`config.mk`:
```
export PLATFORM = sky130hd
export DESIGN_NAME = serial_to_parallel_lanes
export DESIGN_NICKNAME = d
export VERILOG_FILES = /design/src/rtl/phy_pkg.sv /design/src/rtl/stp_lane.sv /design/src/rtl/serial_to_parallel_lanes.sv
export SDC_FILE = /design/constraint.sdc
export NUM_CORES = 1
export LEC_CHECK = 0
export CAP_MARGIN = 20
export CORE_ASPECT_RATIO = 0.6
export CORE_UTILIZATION = 45
export DETAILED_ROUTE_END_ITERATION = 10
export GPL_TIMING_DRIVEN = 0
export PLACE_DENSITY = 0.65
export SLEW_MARGIN = 10
export SYNTH_ARGS = -nofsm -noshare
export SYNTH_HDL_FRONTEND = slang
export SYNTH_SLANG_ARGS = --single-unit
```
`constraint.sdc`:
```
create_clock -name clk_8f -period 1.95 [get_ports clk_8f]
set_input_delay 0.2925 -clock clk_8f [delete_from_list [all_inputs] [get_ports clk_8f]]
set_output_delay 0.2925 -clock clk_8f [all_outputs]
set_load 0.03 [all_outputs]
```
`src/rtl/phy_pkg.sv`:
```
// Shared definitions for the PHY receive deserializer.
// Lane FSM encodings, default alignment character and counter sizing.
package phy_pkg;

    localparam logic [1:0] HUNT   = 2'd0;
    localparam logic [1:0] CHECK  = 2'd1;
    localparam logic [1:0] ACTIVE = 2'd2;

    localparam logic [7:0] COM_DEFAULT = 8'hBC;

    localparam int DEF_WIDTH = 8;
    localparam int CNT_W     = $clog2(DEF_WIDTH);

    function automatic int cnt_width(input int w);
        return (w <= 2) ? 1 : $clog2(w);
    endfunction

endpackage

```
`src/rtl/stp_lane.sv`:
```
// One deserializer lane: sliding COM search, alignment lock and
// byte-boundary output registers.
module stp_lane
    import phy_pkg::*;
#(
    parameter int               WIDTH      = 8,
    parameter logic [WIDTH-1:0] COM_CHAR   = WIDTH'(COM_DEFAULT),
    parameter int               LOCK_COUNT = 4
) (
    input  logic             clk_8f,
    input  logic             reset,
    input  logic             serial_in,
    output logic [WIDTH-1:0] data,
    output logic             valid,
    output logic             active
);

    localparam int             BW   = cnt_width(WIDTH);
    localparam logic [BW-1:0]  LAST = BW'(WIDTH - 1);
    localparam logic [3:0]     LOCK = 4'(LOCK_COUNT);

    logic [WIDTH-1:0] shift;
    logic [WIDTH-1:0] nxt;
    logic [BW-1:0]    bit_cnt;
    logic [3:0]       com_cnt;
    logic [1:0]       state;
    logic             is_com;
    logic             boundary;

    assign nxt      = {shift[WIDTH-2:0], serial_in};
    assign is_com   = (nxt == COM_CHAR);
    assign boundary = (bit_cnt == LAST);
    assign active   = (state == ACTIVE);

    always_ff @(posedge clk_8f or posedge reset) begin
        if (reset) begin
            shift   <= '0;
            bit_cnt <= '0;
            com_cnt <= '0;
            state   <= HUNT;
            data    <= '0;
            valid   <= 1'b0;
        end else begin
            shift   <= nxt;
            bit_cnt <= boundary ? '0 : bit_cnt + 1'b1;
            case (state)
                HUNT: begin
                    // A fresh match re-anchors the boundary, even if the
                    // old count would also have wrapped on this edge.
                    if (is_com) begin
                        bit_cnt <= '0;
                        com_cnt <= 4'd1;
                        state   <= (LOCK == 4'd1) ? ACTIVE : CHECK;
                    end
                end
                CHECK: begin
                    if (boundary) begin
                        if (is_com) begin
                            com_cnt <= com_cnt + 4'd1;
                            if (com_cnt + 4'd1 == LOCK)
                                state <= ACTIVE;
                        end else begin
                            com_cnt <= '0;
                            state   <= HUNT;
                        end
                    end
                end
                ACTIVE: begin
                    if (boundary) begin
                        if (is_com) begin
                            valid <= 1'b0;
                        end else begin
                            data  <= nxt;
                            valid <= 1'b1;
                        end
                    end
                end
                default: state <= HUNT;
            endcase
        end
    end

endmodule

```
`src/rtl/serial_to_parallel_lanes.sv`:
```
// N-lane receive deserializer: independent per-lane alignment and
// output, plus an aggregate lock flag.
module serial_to_parallel_lanes
    import phy_pkg::*;
#(
    parameter int               LANES      = 2,
    parameter int               WIDTH      = 8,
    parameter logic [WIDTH-1:0] COM_CHAR   = WIDTH'(COM_DEFAULT),
    parameter int               LOCK_COUNT = 4
) (
    input  logic                   clk_8f,
    input  logic                   reset,
    input  logic [LANES-1:0]       serial_in,
    output logic [LANES*WIDTH-1:0] data_out,
    output logic [LANES-1:0]       valid_out,
    output logic [LANES-1:0]       lane_active,
    output logic                   all_active
);

    for (genvar i = 0; i < LANES; i++) begin : g_lane
        stp_lane #(
            .WIDTH      (WIDTH),
            .COM_CHAR   (COM_CHAR),
            .LOCK_COUNT (LOCK_COUNT)
        ) u_lane (
            .clk_8f    (clk_8f),
            .reset     (reset),
            .serial_in (serial_in[i]),
            .data      (data_out[i*WIDTH +: WIDTH]),
            .valid     (valid_out[i]),
            .active    (lane_active[i])
        );
    end

    assign all_active = &lane_active;

endmodule

```
# Word-level counts from Yosys, hierarchy flattened

Cells that the tools add are included.

Reductions and logical operators: 13
Muxes and demuxes: 26
Bitwise operators: 4
Add/subtract/negate cells: 4
Equal/unequal tests: 16

Operators with widths:

| cell                                                   | count |
|---|---|
| two-way mux 4 bit                                      | 6 |
| two-way mux 3 bit                                      | 6 |
| equality test 8 bit (second input constant)            | 2 |
| two-way mux 2 bit                                      | 8 |
| case mux 4 bit (2 select lines)                        | 2 |
| case mux 2 bit (3 select lines)                        | 2 |
| AND reduction 3 bit                                    | 4 |
| adder 4 x 1 -> 4 bit (second input constant)           | 2 |
| equality test 4 x 3 -> 1 bit (second input constant)   | 2 |
| inequality test 2 x 1 -> 1 bit (second input constant) | 4 |
| AND reduction 4 bit                                    | 2 |
| adder 3 x 1 -> 3 bit (second input constant)           | 2 |
| equality test 3 bit (second input constant)            | 2 |
| inequality test 3 bit (second input constant)          | 2 |
| AND reduction 2 bit                                    | 3 |
| equality test 2 x 1 -> 1 bit (second input constant)   | 2 |
| equality test 2 bit (second input constant)            | 2 |
| zero test 2 bit                                        | 2 |
| inverter 1 bit                                         | 4 |
| nonzero test 2 bit                                     | 2 |
| two-way mux 1 bit                                      | 2 |

Input port bits: 4
Register bits: 50

# Logic depth before layout (Yosys ltp)

Gate-level depths: netlist (run 1).

Depth in word-level cells: 6
Gate-level depth with buffers: 6
Gate-level depth less buffers: 5

# Hierarchy

From an unflattened synthesis (run 1), not the netlist that was laid out.

Cell total of the unflattened synthesis: 161
Area, all modules: 2263.4 um^2

By module, submodules not included:

| module                   | cells an instance | area an instance (um^2) | sequential area each (um^2) | instances |
|---|---|---|---|---|
| stp_lane                 | 80                | 1128.6                  | 625.6                       | 2 |
| serial_to_parallel_lanes | 1                 | 6.3                     | 0.0                         | 1 |

# Worst setup path after synthesis (run 1)

No wires, ideal clock.

Kind: register -> register
From: reg g_lane[0].u_lane.com_cnt[0]
To: reg g_lane[0].u_lane.state[1]
Library setup time: 0.120 ns
Clock period less this slack: 1.506 ns
Setup slack: 0.444 ns
Arrival time: 1.386 ns
Path buffers: 0
Stages on the path, launching flop included: 6
Cells stage by stage: dfrtp_1 ha_1 nor2b_1 a211o_1 and4_1 a31o_1

Cells in the longest elaborated chain, start to end: 4

Ends and longest elaborated chain:

| element                         | line           | RTL |
|---|---|---|
| start: declaration              | stp_lane.sv:25 | `logic [3:0] com_cnt;` |
| start signal: assignment        | stp_lane.sv:59 | `com_cnt <= com_cnt + 4'd1;` |
| adder 4 x 1 -> 4 bit            | stp_lane.sv:60 | `if (com_cnt + 4'd1 == LOCK)` |
| equality test 4 x 3 -> 1 bit    | stp_lane.sv:60 |  |
| inequality test 3 bit (no line) | -              |  |
| AND reduction 4 bit (no line)   | -              |  |
| end signal: assignment          | stp_lane.sv:53 | `state <= (LOCK == 4'd1) ? ACTIVE : CHECK;` |
| end: declaration                | stp_lane.sv:26 | `logic [1:0] state;` |

Every way passes these cells.
A chain may end at the register's enable or synchronous reset.

# Worst setup path after layout (run 1)

From: reg g_lane[0].u_lane.state[0]
To: out all_active

Cells in the longest elaborated chain, start to end: 2

Ends and longest elaborated chain:

| element                     | line                           | RTL |
|---|---|---|
| equality test 2 bit         | stp_lane.sv:33                 | `assign active = (state == ACTIVE);` |
| net g_lane[0].u_lane.active | stp_lane.sv:15                 | `output logic active` |
| AND reduction 2 bit         | serial_to_parallel_lanes.sv:35 | `assign all_active = &lane_active;` |
| end: declaration            | serial_to_parallel_lanes.sv:17 | `output logic all_active` |

The timed path passes the listed nets, and every way through them passes these cells.

==> results of run 1 <==
## state kept, by name, indices dropped and copies added (netlist names)
| name | cells |
|---|---|
| g_lane.u_lane.data | 16 |
| g_lane.u_lane.bit_cnt | 6 |
| g_lane.u_lane.valid | 2 |
| g_lane.u_lane.shift | 14 |
| g_lane.u_lane.state | 4 |
| g_lane.u_lane.com_cnt | 8 |
## cell families after synthesis
logic type | share of synthesized area [%]
buf+inv | 2.205
compound gates | 12.10
flops | 56.53
mux | 7.801
xor+xnor | 0.3958
fa+ha+maj | 4.523
simple gates | 16.45
## worst paths after layout
check                      slack (ns)                         from                           to
setup / recovery                 0.10    g_lane[0].u_lane.state[0]                   all_active
hold / removal                   0.35                        reset    g_lane[0].u_lane.state[0]
setup reg to reg                 0.22  g_lane[0].u_lane.bit_cnt[0]  g_lane[0].u_lane.com_cnt[2]
hold reg to reg                  0.42    g_lane[0].u_lane.shift[5]    g_lane[0].u_lane.shift[6]
max in group asynchronous        1.08                        reset  g_lane[1].u_lane.com_cnt[1]
min in group clk_8f              0.42    g_lane[0].u_lane.shift[5]    g_lane[0].u_lane.shift[6]
## layout make-up
| cell class | instances | area share [%] |
|---|---|---|
| Sequential cell | 50 | 46.49 |
| Multi-Input combinational cell | 104 | 33.94 |
| Clock inverter | 2 | 2.232 |
| Buffer | 6 | 1.395 |
| Clock buffer | 6 | 3.068 |
| Tap cell | 63 | 2.929 |
| Timing Repair Buffer | 25 | 9.530 |
| Inverter | 3 | 0.4184 |
## layout by cell type, fill, tap and decap left out, types with 4 or more instances in the layout
cell type / count
buf_4: 4
clkbuf_8: 6
clkdlybuf4s50_1: 21
dfrtp_1: 50
ha_1: 8
mux2_2: 6
mux2_4: 7
nand2_1: 4
nand3_1: 4
nor2b_1: 9
o21ai_0: 5
o2bb2ai_1: 6
o31ai_1: 4
## report_power, final
part / total, W / switching (W) / internal (W)
registers: 0.00118 / 0.0000597 / 0.00112
logic: 0.000192 / 0.000103 / 0.0000891
clock network: 0.000880 / 0.000333 / 0.000547
## worst register-to-register path, delay by kind of cell (launching register included)
family	cells	cell delay, ns
buf+inv	1	0.38
compound gates	3	0.43
flops	1	0.37
fa+ha+maj	2	0.44
## layer usage
layer	part of all wire, %	up-vias	global-route usage [%]
li1	-	660	-
met1	47	707	25.20
met4	0.55	0	5.357
met5	0	-	0
met2	48	47	29.84
met3	5.3	2	4.607
## per-stage QoR
stage	cells	instance area, um^2	utilization, %	total power [W]
6_report	259	2691	57.76	0.002250
2_1_floorplan	163	2213	-	0.001316
3_5_place_dp	251	2552	54.78	0.001393
3_3_place_gp	250	2532	54.35	0.001361
4_1_cts	259	2691	57.76	0.002270
5_1_grt	259	2691	57.76	0.002363
==> flow_summary.ini, run 1 <==
[outcome]
outcome = finished clean

[floorplanning]
initial_core_util_pct = 47.50
fp-row-count = 19
die_area_mm2 = 0.005212
ioPinCount = 25
core_mm2 = 0.004659
die_h_um = 56.33
die_w_um = 92.54

[timing]
setup_viol = 0
rsz0062_at_grt = no
finalSetupTns_ns = 0
hold_violations = 0
worst_pin_slew_ns = 0.5279
fin_crit_sh_pct = 94.66
hold-worst-slack_ns = 0.3453
slew_headroom_pct = 64.76
max_freq_mhz = 541.8
clock_skew_ns = 0.009385
setup_ws_ns = 0.1042
fin_crit_ns = 1.846
slew_violations = 0

[critical_path]
critPathBufInv = 1
max_stage_delay_ns = 0.44
cp.depth = 3
cp_top_family = flip-flops
cp_data_arrival_time_ns = 1.55
crit_slowest_cell = dfrtp_1
r2r_cells = 6
required_ns = 1.66
cp-end-kind = output pin
critPathKind = flip-flop to output pin
cp_max_fo = 6
crit_path_cell_trace = and2b_2 > and2_1 > dlygate4sd2_1
cp-start-kind = flip-flop

[power_and_ir_drop]
p_leak_nw = 1.184
ir_drop_uv = 528.2
p_per_area_mw_per_mm2 = 835.9

[layout]
syn_to_final_growth_pct = 21.59
nets = 207
drive_gt1_share_pct = 22.45
fillers = 391
multi_input_area_um2 = 913.4
n_antenna_cell = 0
seqCellArea_mm2 = 0.001251

[routing]
vias_per_cell = 5.467
drcViolationCount = 0
wl_per_cell_um = 16.18
num_vias = 1416
dr.pass1.iters = 4
routed_wl_um = 4191
drt_iter0_markers = 117
drtAntennaViolNets = 0

[clock_network]
clk_latency_ns = 0.30
cts_setup_buffers = 0
cts_tree = yes
clock_path_buffers = 2
clock_sinks = 50
cts-root-buf = clkbuf_8
numCtsBuffers = 5
cts_resized = 3
h-tree-depth = 2
cts_hold_buf = 0
clk_pin_slew_ns = 0.09

[synthesis]
synth-async-reset-ratio_pct = 100.0
syn_nets = 175
ys_seq_elements = 50
synth_edf_count = 0
syn_area_mm2 = 0.002213
yosys-top-cells-count = 50 x dfrtp_1, 9 x nor2b_1, 8 x ha_1, 7 x mux2_4
ys_top_cells_by_area = dfrtp_1 57%, mux2_4 4.7%, ha_1 4.5%
ys_seq_area_share_pct = 56.53
avgSynthCellArea_um2 = 13.58
ys_types = 47
synth_top_area_cell = dfrtp_1
synth.most_common_cell = dfrtp_1
netlist_instances = 163
yosys_warnings = 0
synthFlopType = dfrtp_1
netlist.area_leader.share_pct = 56.53

[global_route]
grt_pass1_vias = 1482
grt_overflow = 0
grt_usage_pct = 18.57
grt_start_max_net_pins = 28
antenna_found_initial = 0
grt_pass1_wl_um = 7369

[placed_design]
routabilityCongestion = 0.8720
io_buffers = 24
dpl.hpwl_um = 3086
place_ws_ns = 0.08001

[min_path]
hold_class = primary input to async pin

[run]
maxCapViolations = 0
(Power assumes the default switching activity.)
==> run 2: changes to the inputs <==
--- a/config.mk
+++ b/config.mk
@@ -8,9 +8,11 @@
 export CAP_MARGIN = 20
 export CORE_ASPECT_RATIO = 0.6
 export CORE_UTILIZATION = 45
+export CTS_BUF_LIST = sky130_fd_sc_hd__clkbuf_4 sky130_fd_sc_hd__clkbuf_8
 export DETAILED_ROUTE_END_ITERATION = 10
 export GPL_TIMING_DRIVEN = 0
 export PLACE_DENSITY = 0.65
+export SKIP_LAST_GASP = 1
 export SLEW_MARGIN = 10
 export SYNTH_ARGS = -nofsm -noshare
 export SYNTH_HDL_FRONTEND = slang
==> results of run 2 <==
Final layout, timing and power as in run 1 (identical DEF).
==> run 3: changes to the inputs <==
--- a/config.mk
+++ b/config.mk
@@ -11,6 +11,7 @@
 export CTS_BUF_LIST = sky130_fd_sc_hd__clkbuf_4 sky130_fd_sc_hd__clkbuf_8
 export DETAILED_ROUTE_END_ITERATION = 10
 export GPL_TIMING_DRIVEN = 0
+export HOLD_SLACK_MARGIN = 0.08
 export PLACE_DENSITY = 0.65
 export SKIP_LAST_GASP = 1
 export SLEW_MARGIN = 10
==> results of run 3 <==
Final layout, timing and power as in run 1 (identical DEF).
==> patch 1: new RTL, settings of run 2 <==
Register the input `serial_in` before use. The logic sees it one clock later.
--- a/src/rtl/serial_to_parallel_lanes.sv
+++ b/src/rtl/serial_to_parallel_lanes.sv
@@ -19,2 +19,8 @@
 
+    logic [LANES-1:0] serial_q;
+
+    always_ff @(posedge clk_8f) begin
+        serial_q <= serial_in;
+    end
+
     for (genvar i = 0; i < LANES; i++) begin : g_lane
@@ -27,3 +33,3 @@
             .reset     (reset),
-            .serial_in (serial_in[i]),
+            .serial_in (serial_q[i]),
             .data      (data_out[i*WIDTH +: WIDTH]),
Behaviour: no difference found for any inputs over 10 cycles, from zero or initial values and one cycle with reset high; that may be too few to reach the edited logic, so the function may still have changed.
==> patch 1 against run 2 <==
  * Sequential cell count grew 2
  * Total power grew 0.77%
  * Core utilization shrank 0.76 points
  * Design area shrank 2.3%
  * Setup slack gained 0.0028 ns
  * Critical path depth grew 1
  * Hold slack lost 0.032 ns
  * Register-to-register slack lost 0.07 ns
  * Die area shrank 1.6%
  * Non-clock buffer count grew 1
  * Synthesized cell count grew 0.61%
  * Critical endpoint unchanged
  * Clock skew is essentially flat
  * Synthesized area shrank 1.6%
  * Routed wire length shrank 4.8%
==> patch 1: results (changes against run 2) <==
\begin{tabular}{lr}
\hline
Metric & Value \\
\hline
\multicolumn{2}{l}{\textbf{Status}} \\
Run status & complete, no violations (unchanged) \\
\multicolumn{2}{l}{\textbf{Global route}} \\
Met2 Track Usage GR & 24.9\% (was 29.8\%) \\
Via count of the first global-routing pass & 1376 (was 1482) \\
First-pass GRT wire length & 6760 um (was 7370 um) \\
Global routing usage on met1 & 26.3\% (was 25.2\%) \\
Aggregate global-route resource usage & 17.2\% (was 18.6\%) \\
Met3 track demand over resource & 4.51\% (was 4.61\%) \\
\multicolumn{2}{l}{\textbf{Worst setup path}} \\
Worst-case register-to-register setup slack & 0.15 ns (was 0.22 ns) \\
Depth of the most critical reg-to-reg path & 5 (was 6) \\
Largest incremental delay on the critical path & 0.42 ns (was 0.44 ns) \\
R2R Path End & g\_lane[0].u\_lane.data[0] (was g\_lane[0].u\_lane.com\_cnt[2]) \\
\multicolumn{2}{l}{\textbf{Synthesis}} \\
Sequential area share after synthesis & 59.3\% (was 56.5\%) \\
Cell types with the highest counts after synthesis & sky130\_fd\_sc\_hd\_\_dfrtp\_1, sky130\_fd\_sc\_hd\_\_nor2b\_1, sky130\_fd\_sc\_hd\_\_ha\_1, sky130\_fd\_sc\_hd\_\_mux2\_4 (was sky130\_fd\_sc\_hd\_\_dfrtp\_1, sky130\_fd\_sc\_hd\_\_nor2b\_1, sky130\_fd\_sc\_hd\_\_ha\_1) \\
Number of distinct library cells after synthesis & 39 (was 47) \\
Fraction of registers with async set or reset after synthesis & 96.2\% (was 100\%) \\
Syn Nets & 176 (was 175) \\
\multicolumn{2}{l}{\textbf{Final layout}} \\
Final cell count without fillers & 260 (was 259) \\
Number of nets in the finished design & 208 (was 207) \\
Share of cells above drive strength 1 & 19.3\% (was 22.4\%) \\
\multicolumn{2}{l}{\textbf{STA}} \\
Worst setup skew after layout & 0.00914 ns (was 0.00938 ns) \\
Post-layout worst setup margin & 0.107 ns (was 0.104 ns) \\
Slew at the pin with the worst max-slew slack & 0.473 ns (was 0.528 ns) \\
Hold\_ws & 0.313 ns (was 0.345 ns) \\
\multicolumn{2}{l}{\textbf{Drt}} \\
Average vias per placed instance & 5.40 (was 5.47) \\
Total wire length after detailed routing & 3990 um (was 4190 um) \\
\multicolumn{2}{l}{\textbf{Placed design}} \\
Number of placed instances, taps included & 252 (was 251) \\
Placed inst area & 2520 um\^{}2 (was 2550 um\^{}2) \\
Routability Congestion & 0.794 (was 0.872) \\
\multicolumn{2}{l}{\textbf{Power and ir drop}} \\
Peak VDD IR & 432 uV (was 528 uV) \\
\hline
\end{tabular}
-- patch 1: area by class of cell --
cell class | instances | area [um^2]
Sequential cell | 52 | 1290
Tap cell | 63 | 78.8
Timing Repair Buffer | 25 | 253
Fill cell | 395 | 1980
Multi-Input combinational cell | 100 | 823
Inverter | 5 | 18.8
Clock buffer | 6 | 76.3
Clock inverter | 2 | 38.8
Buffer | 7 | 48.8
-- patch 1: worst max-delay path, delay by kind of cell (launching register included) --
family / cells / cell delay (ns)
buffers and inverters: 2 / 0.59
DFF: 1 / 0.42
and+or+nand+nor: 2 / 0.25
-- patch 1: repair_timing --
action / 4_1_cts / 5_1_grt
resized for setup: 3 / 3
cloned: 0 / 0
pin swaps: 0 / 0
endpoints found under the setup margin: 3 / 3
hold buffers: 0 / 0
-- patch 1: cell families (layout without fill, tap and decap cells) --
group	count (synthesis)	after routing	synth area share [%]
XOR/XNOR	2	2	0.805
adder cells (fa/ha/maj)	8	8	4.60
AND/OR/NAND/NOR	42	42	11.9
flip-flops	52	52	59.3
multiplexers	15	15	9.14
AO/OA/AOI/OAI	33	33	11.1
buffers and inverters	12	45	3.10
-- patch 1: power breakdown --
| part | switching (mW) | internal (mW) |
|---|---|---|
| clock | 0.347 | 0.402 |
| combinational | 0.178 | 0.128 |
| sequential | 0.0506 | 1.16 |
| total | 0.576 | 1.69 |
-- patch 1: metal layers --
metal / part of all wire, % / vias up
met5: 0 / -
met4: 0.70 / 0
met3: 4.0 / 6
met2: 43 / 47
met1: 52 / 694
li1: - / 656
-- patch 1: through the flow --
step           utilization [%]  TNS (ns)
3_5_place_dp              54.6         0
5_1_grt                   57.0         0
6_report                  57.0         0
4_1_cts                   57.0         0
2_1_floorplan                -         0
3_3_place_gp              54.1    -19.86
==> patch 2: new RTL, flow settings as in run 2 <==
Made on the original files. `WIDTH` is set to 8 in 2 places; all go to 9.
--- a/src/rtl/stp_lane.sv
+++ b/src/rtl/stp_lane.sv
@@ -5,3 +5,3 @@
 #(
-    parameter int               WIDTH      = 8,
+    parameter int               WIDTH      = 9,
     parameter logic [WIDTH-1:0] COM_CHAR   = WIDTH'(COM_DEFAULT),
--- a/src/rtl/serial_to_parallel_lanes.sv
+++ b/src/rtl/serial_to_parallel_lanes.sv
@@ -6,3 +6,3 @@
     parameter int               LANES      = 2,
-    parameter int               WIDTH      = 8,
+    parameter int               WIDTH      = 9,
     parameter logic [WIDTH-1:0] COM_CHAR   = WIDTH'(COM_DEFAULT),
Ports: changed (resized data_out); port bits go from 25 to 27. No check against the original RTL was run, so the function may have changed too.
==> patch 2 against run 2 <==
  * Core utilization is essentially flat
  * Routed wire length grew 12%
  * Largest power group unchanged
  * Critical path depth grew 1
  * Highest routed layer unchanged
  * Non-clock buffer count grew 6
  * Sequential power grew 3%
  * Largest cell class unchanged
  * Design area grew 13%
  * Total power grew 0.21%
  * Synthesized area grew 15%
  * Register-to-register slack lost 0.10 ns
  * Setup slack gained 0.012 ns
  * Sequential cell count grew 6
  * Final cell count grew 16%
==> patch 2: results (changes against run 2) <==
\begin{tabular}{lr}
\hline
Metric & Value \\
\hline
\multicolumn{2}{l}{\textbf{Status}} \\
Run status & complete, no violations (unchanged) \\
\multicolumn{2}{l}{\textbf{Worst setup path}} \\
Start of the worst register-to-register path & g\_lane[1].u\_lane.bit\_cnt[0] (was g\_lane[0].u\_lane.bit\_cnt[0]) \\
Depth of the most critical reg-to-reg path & 7 (was 6) \\
R2R Path End & g\_lane[1].u\_lane.data[5] (was g\_lane[0].u\_lane.com\_cnt[2]) \\
Largest incremental delay on the critical path & 0.40 ns (was 0.44 ns) \\
Top fanout value on the critical path & 10 (was 6) \\
Worst-case register-to-register setup slack & 0.12 ns (was 0.22 ns) \\
\multicolumn{2}{l}{\textbf{Synthesis}} \\
Synth top area share & 55.0\% (was 56.5\%) \\
Post-synthesis compound-gate area fraction & 10.5\% (was 12.1\%) \\
Adder and majority cell fraction of the synthesized area & 3.93\% (was 4.52\%) \\
Xor/xnor share of the synthesized area & 1.37\% (was 0.396\%) \\
Top post-synthesis cells by area & sky130\_fd\_sc\_hd\_\_dfrtp\_1, sky130\_fd\_sc\_hd\_\_mux2\_4, sky130\_fd\_sc\_hd\_\_ha\_1, sky130\_fd\_sc\_hd\_\_nand3\_1, sky130\_fd\_sc\_hd\_\_inv\_1 (was sky130\_fd\_sc\_hd\_\_dfrtp\_1, sky130\_fd\_sc\_hd\_\_mux2\_4, sky130\_fd\_sc\_hd\_\_ha\_1, sky130\_fd\_sc\_hd\_\_mux2\_2, sky130\_fd\_sc\_hd\_\_nor2b\_1) \\
Sequential area share after synthesis & 55.0\% (was 56.5\%) \\
Syn Nets & 213 (was 175) \\
\multicolumn{2}{l}{\textbf{Power and ir drop}} \\
Leakage & 1.30 nW (was 1.18 nW) \\
Peak VDD IR & 441 uV (was 528 uV) \\
\multicolumn{2}{l}{\textbf{Global route}} \\
Largest net degree at the start of global routing & 33 (was 28) \\
Aggregate global-route resource usage & 18.2\% (was 18.6\%) \\
First-pass GRT wire length & 8180 um (was 7370 um) \\
Via count of the first global-routing pass & 1629 (was 1482) \\
\multicolumn{2}{l}{\textbf{STA}} \\
Slew at the pin with the worst max-slew slack & 0.551 ns (was 0.528 ns) \\
\multicolumn{2}{l}{\textbf{Placed design}} \\
Routability Congestion & 0.807 (was 0.872) \\
Port Buffers & 26 (was 24) \\
\multicolumn{2}{l}{\textbf{Final layout}} \\
Biggest regs & g\_lane.u\_lane.data x18, g\_lane.u\_lane.shift x16 (was g\_lane.u\_lane.data x16, g\_lane.u\_lane.shift x14, g\_lane.u\_lane.com\_cnt x8) \\
Layout fillers & 440 (was 391) \\
Share of cells above drive strength 1 & 20.9\% (was 22.4\%) \\
Number of nets in the finished design & 247 (was 207) \\
\multicolumn{2}{l}{\textbf{Drt}} \\
Average vias per placed instance & 5.39 (was 5.47) \\
Detail-routed net length per standard cell & 15.6 um (was 16.2 um) \\
\hline
\end{tabular}
[patch 2: changes by cell type after synthesis, sizes merged, moves of 4 or more]
cell and change:
o2bb2ai -5, buf +5, dfrtp +6, a22o +4, nand3 +8, inv +8
nand2b +4
[patch 2: worst max path at each step]
stage                                 from                     endpoint  slack, ns  cells past startpoint
4_1_cts          g_lane[1].u_lane.state[0]               lane_active[1]       0.05                      5
3_3_place_gp                         reset     g_lane[1].u_lane.data[2]      -0.76                      2
2_1_floorplan                        reset  g_lane[0].u_lane.bit_cnt[0]       0.29                      1
6_report         g_lane[1].u_lane.state[0]                   all_active       0.12                      4
3_5_place_dp                  serial_in[0]     g_lane[0].u_lane.data[0]      -0.10                      6
5_1_grt        g_lane[1].u_lane.bit_cnt[0]     g_lane[1].u_lane.data[4]     0.0002                      7
[patch 2: metal layers]
layer	vias up	track usage, %	part of all wire (%)	wire length [um]
li1	784	-	-	-
met1	796	28.3	55	2570
met2	36	24.5	39	1820
met3	5	4.91	5.3	247
met4	0	5.67	1.0	47
met5	-	0	0	0
[patch 2: through the flow]
stage                     area [um^2]  hold slack [ns]  instances  setup TNS (ns)
after global routing             3030            0.388        301               0
final                            3030            0.337        301               0
after floorplan                  2550            0.324        201               0
after CTS                        3040            0.353        301               0
after detailed placement         2910            0.380        294           -1.33
after global placement           2890            0.377        293          -43.12
[patch 2: cells by family (layout without fill, tap and decap cells)]
group,count (synthesis),in the layout
flops,56,56
simple gates,63,63
xor+xnor,4,4
compound gates,33,33
mux,16,16
fa+ha+maj,8,8
buf+inv,21,55
[patch 2: final cells by class]
| cell class | instances | area (um^2) | area share, % |
|---|---|---|---|
| Sequential cell | 56 | 1400 | 46.2 |
| Multi-Input combinational cell | 124 | 1030 | 33.9 |
| Timing Repair Buffer | 27 | 273 | 8.99 |
| Tap cell | 66 | 82.6 | 2.72 |
| Buffer | 10 | 77.6 | 2.56 |
| Clock buffer | 5 | 68.8 | 2.27 |
| Clock inverter | 2 | 60.1 | 1.98 |
| Inverter | 11 | 41.3 | 1.36 |
[patch 2: report_power, final]
part / internal (mW) / total, mW / switching [mW]
Clock: 0.506 / 0.878 / 0.372
Sequential: 1.20 / 1.22 / 0.0257
Combinational: 0.0690 / 0.154 / 0.0854
[patch 2: what timing repair did]
item | CTS | global route
setup buffers | 0 | 0
hold buffers | 0 | 0
endpoints found under the setup margin | 3 | 1
resized for setup | 3 | 2
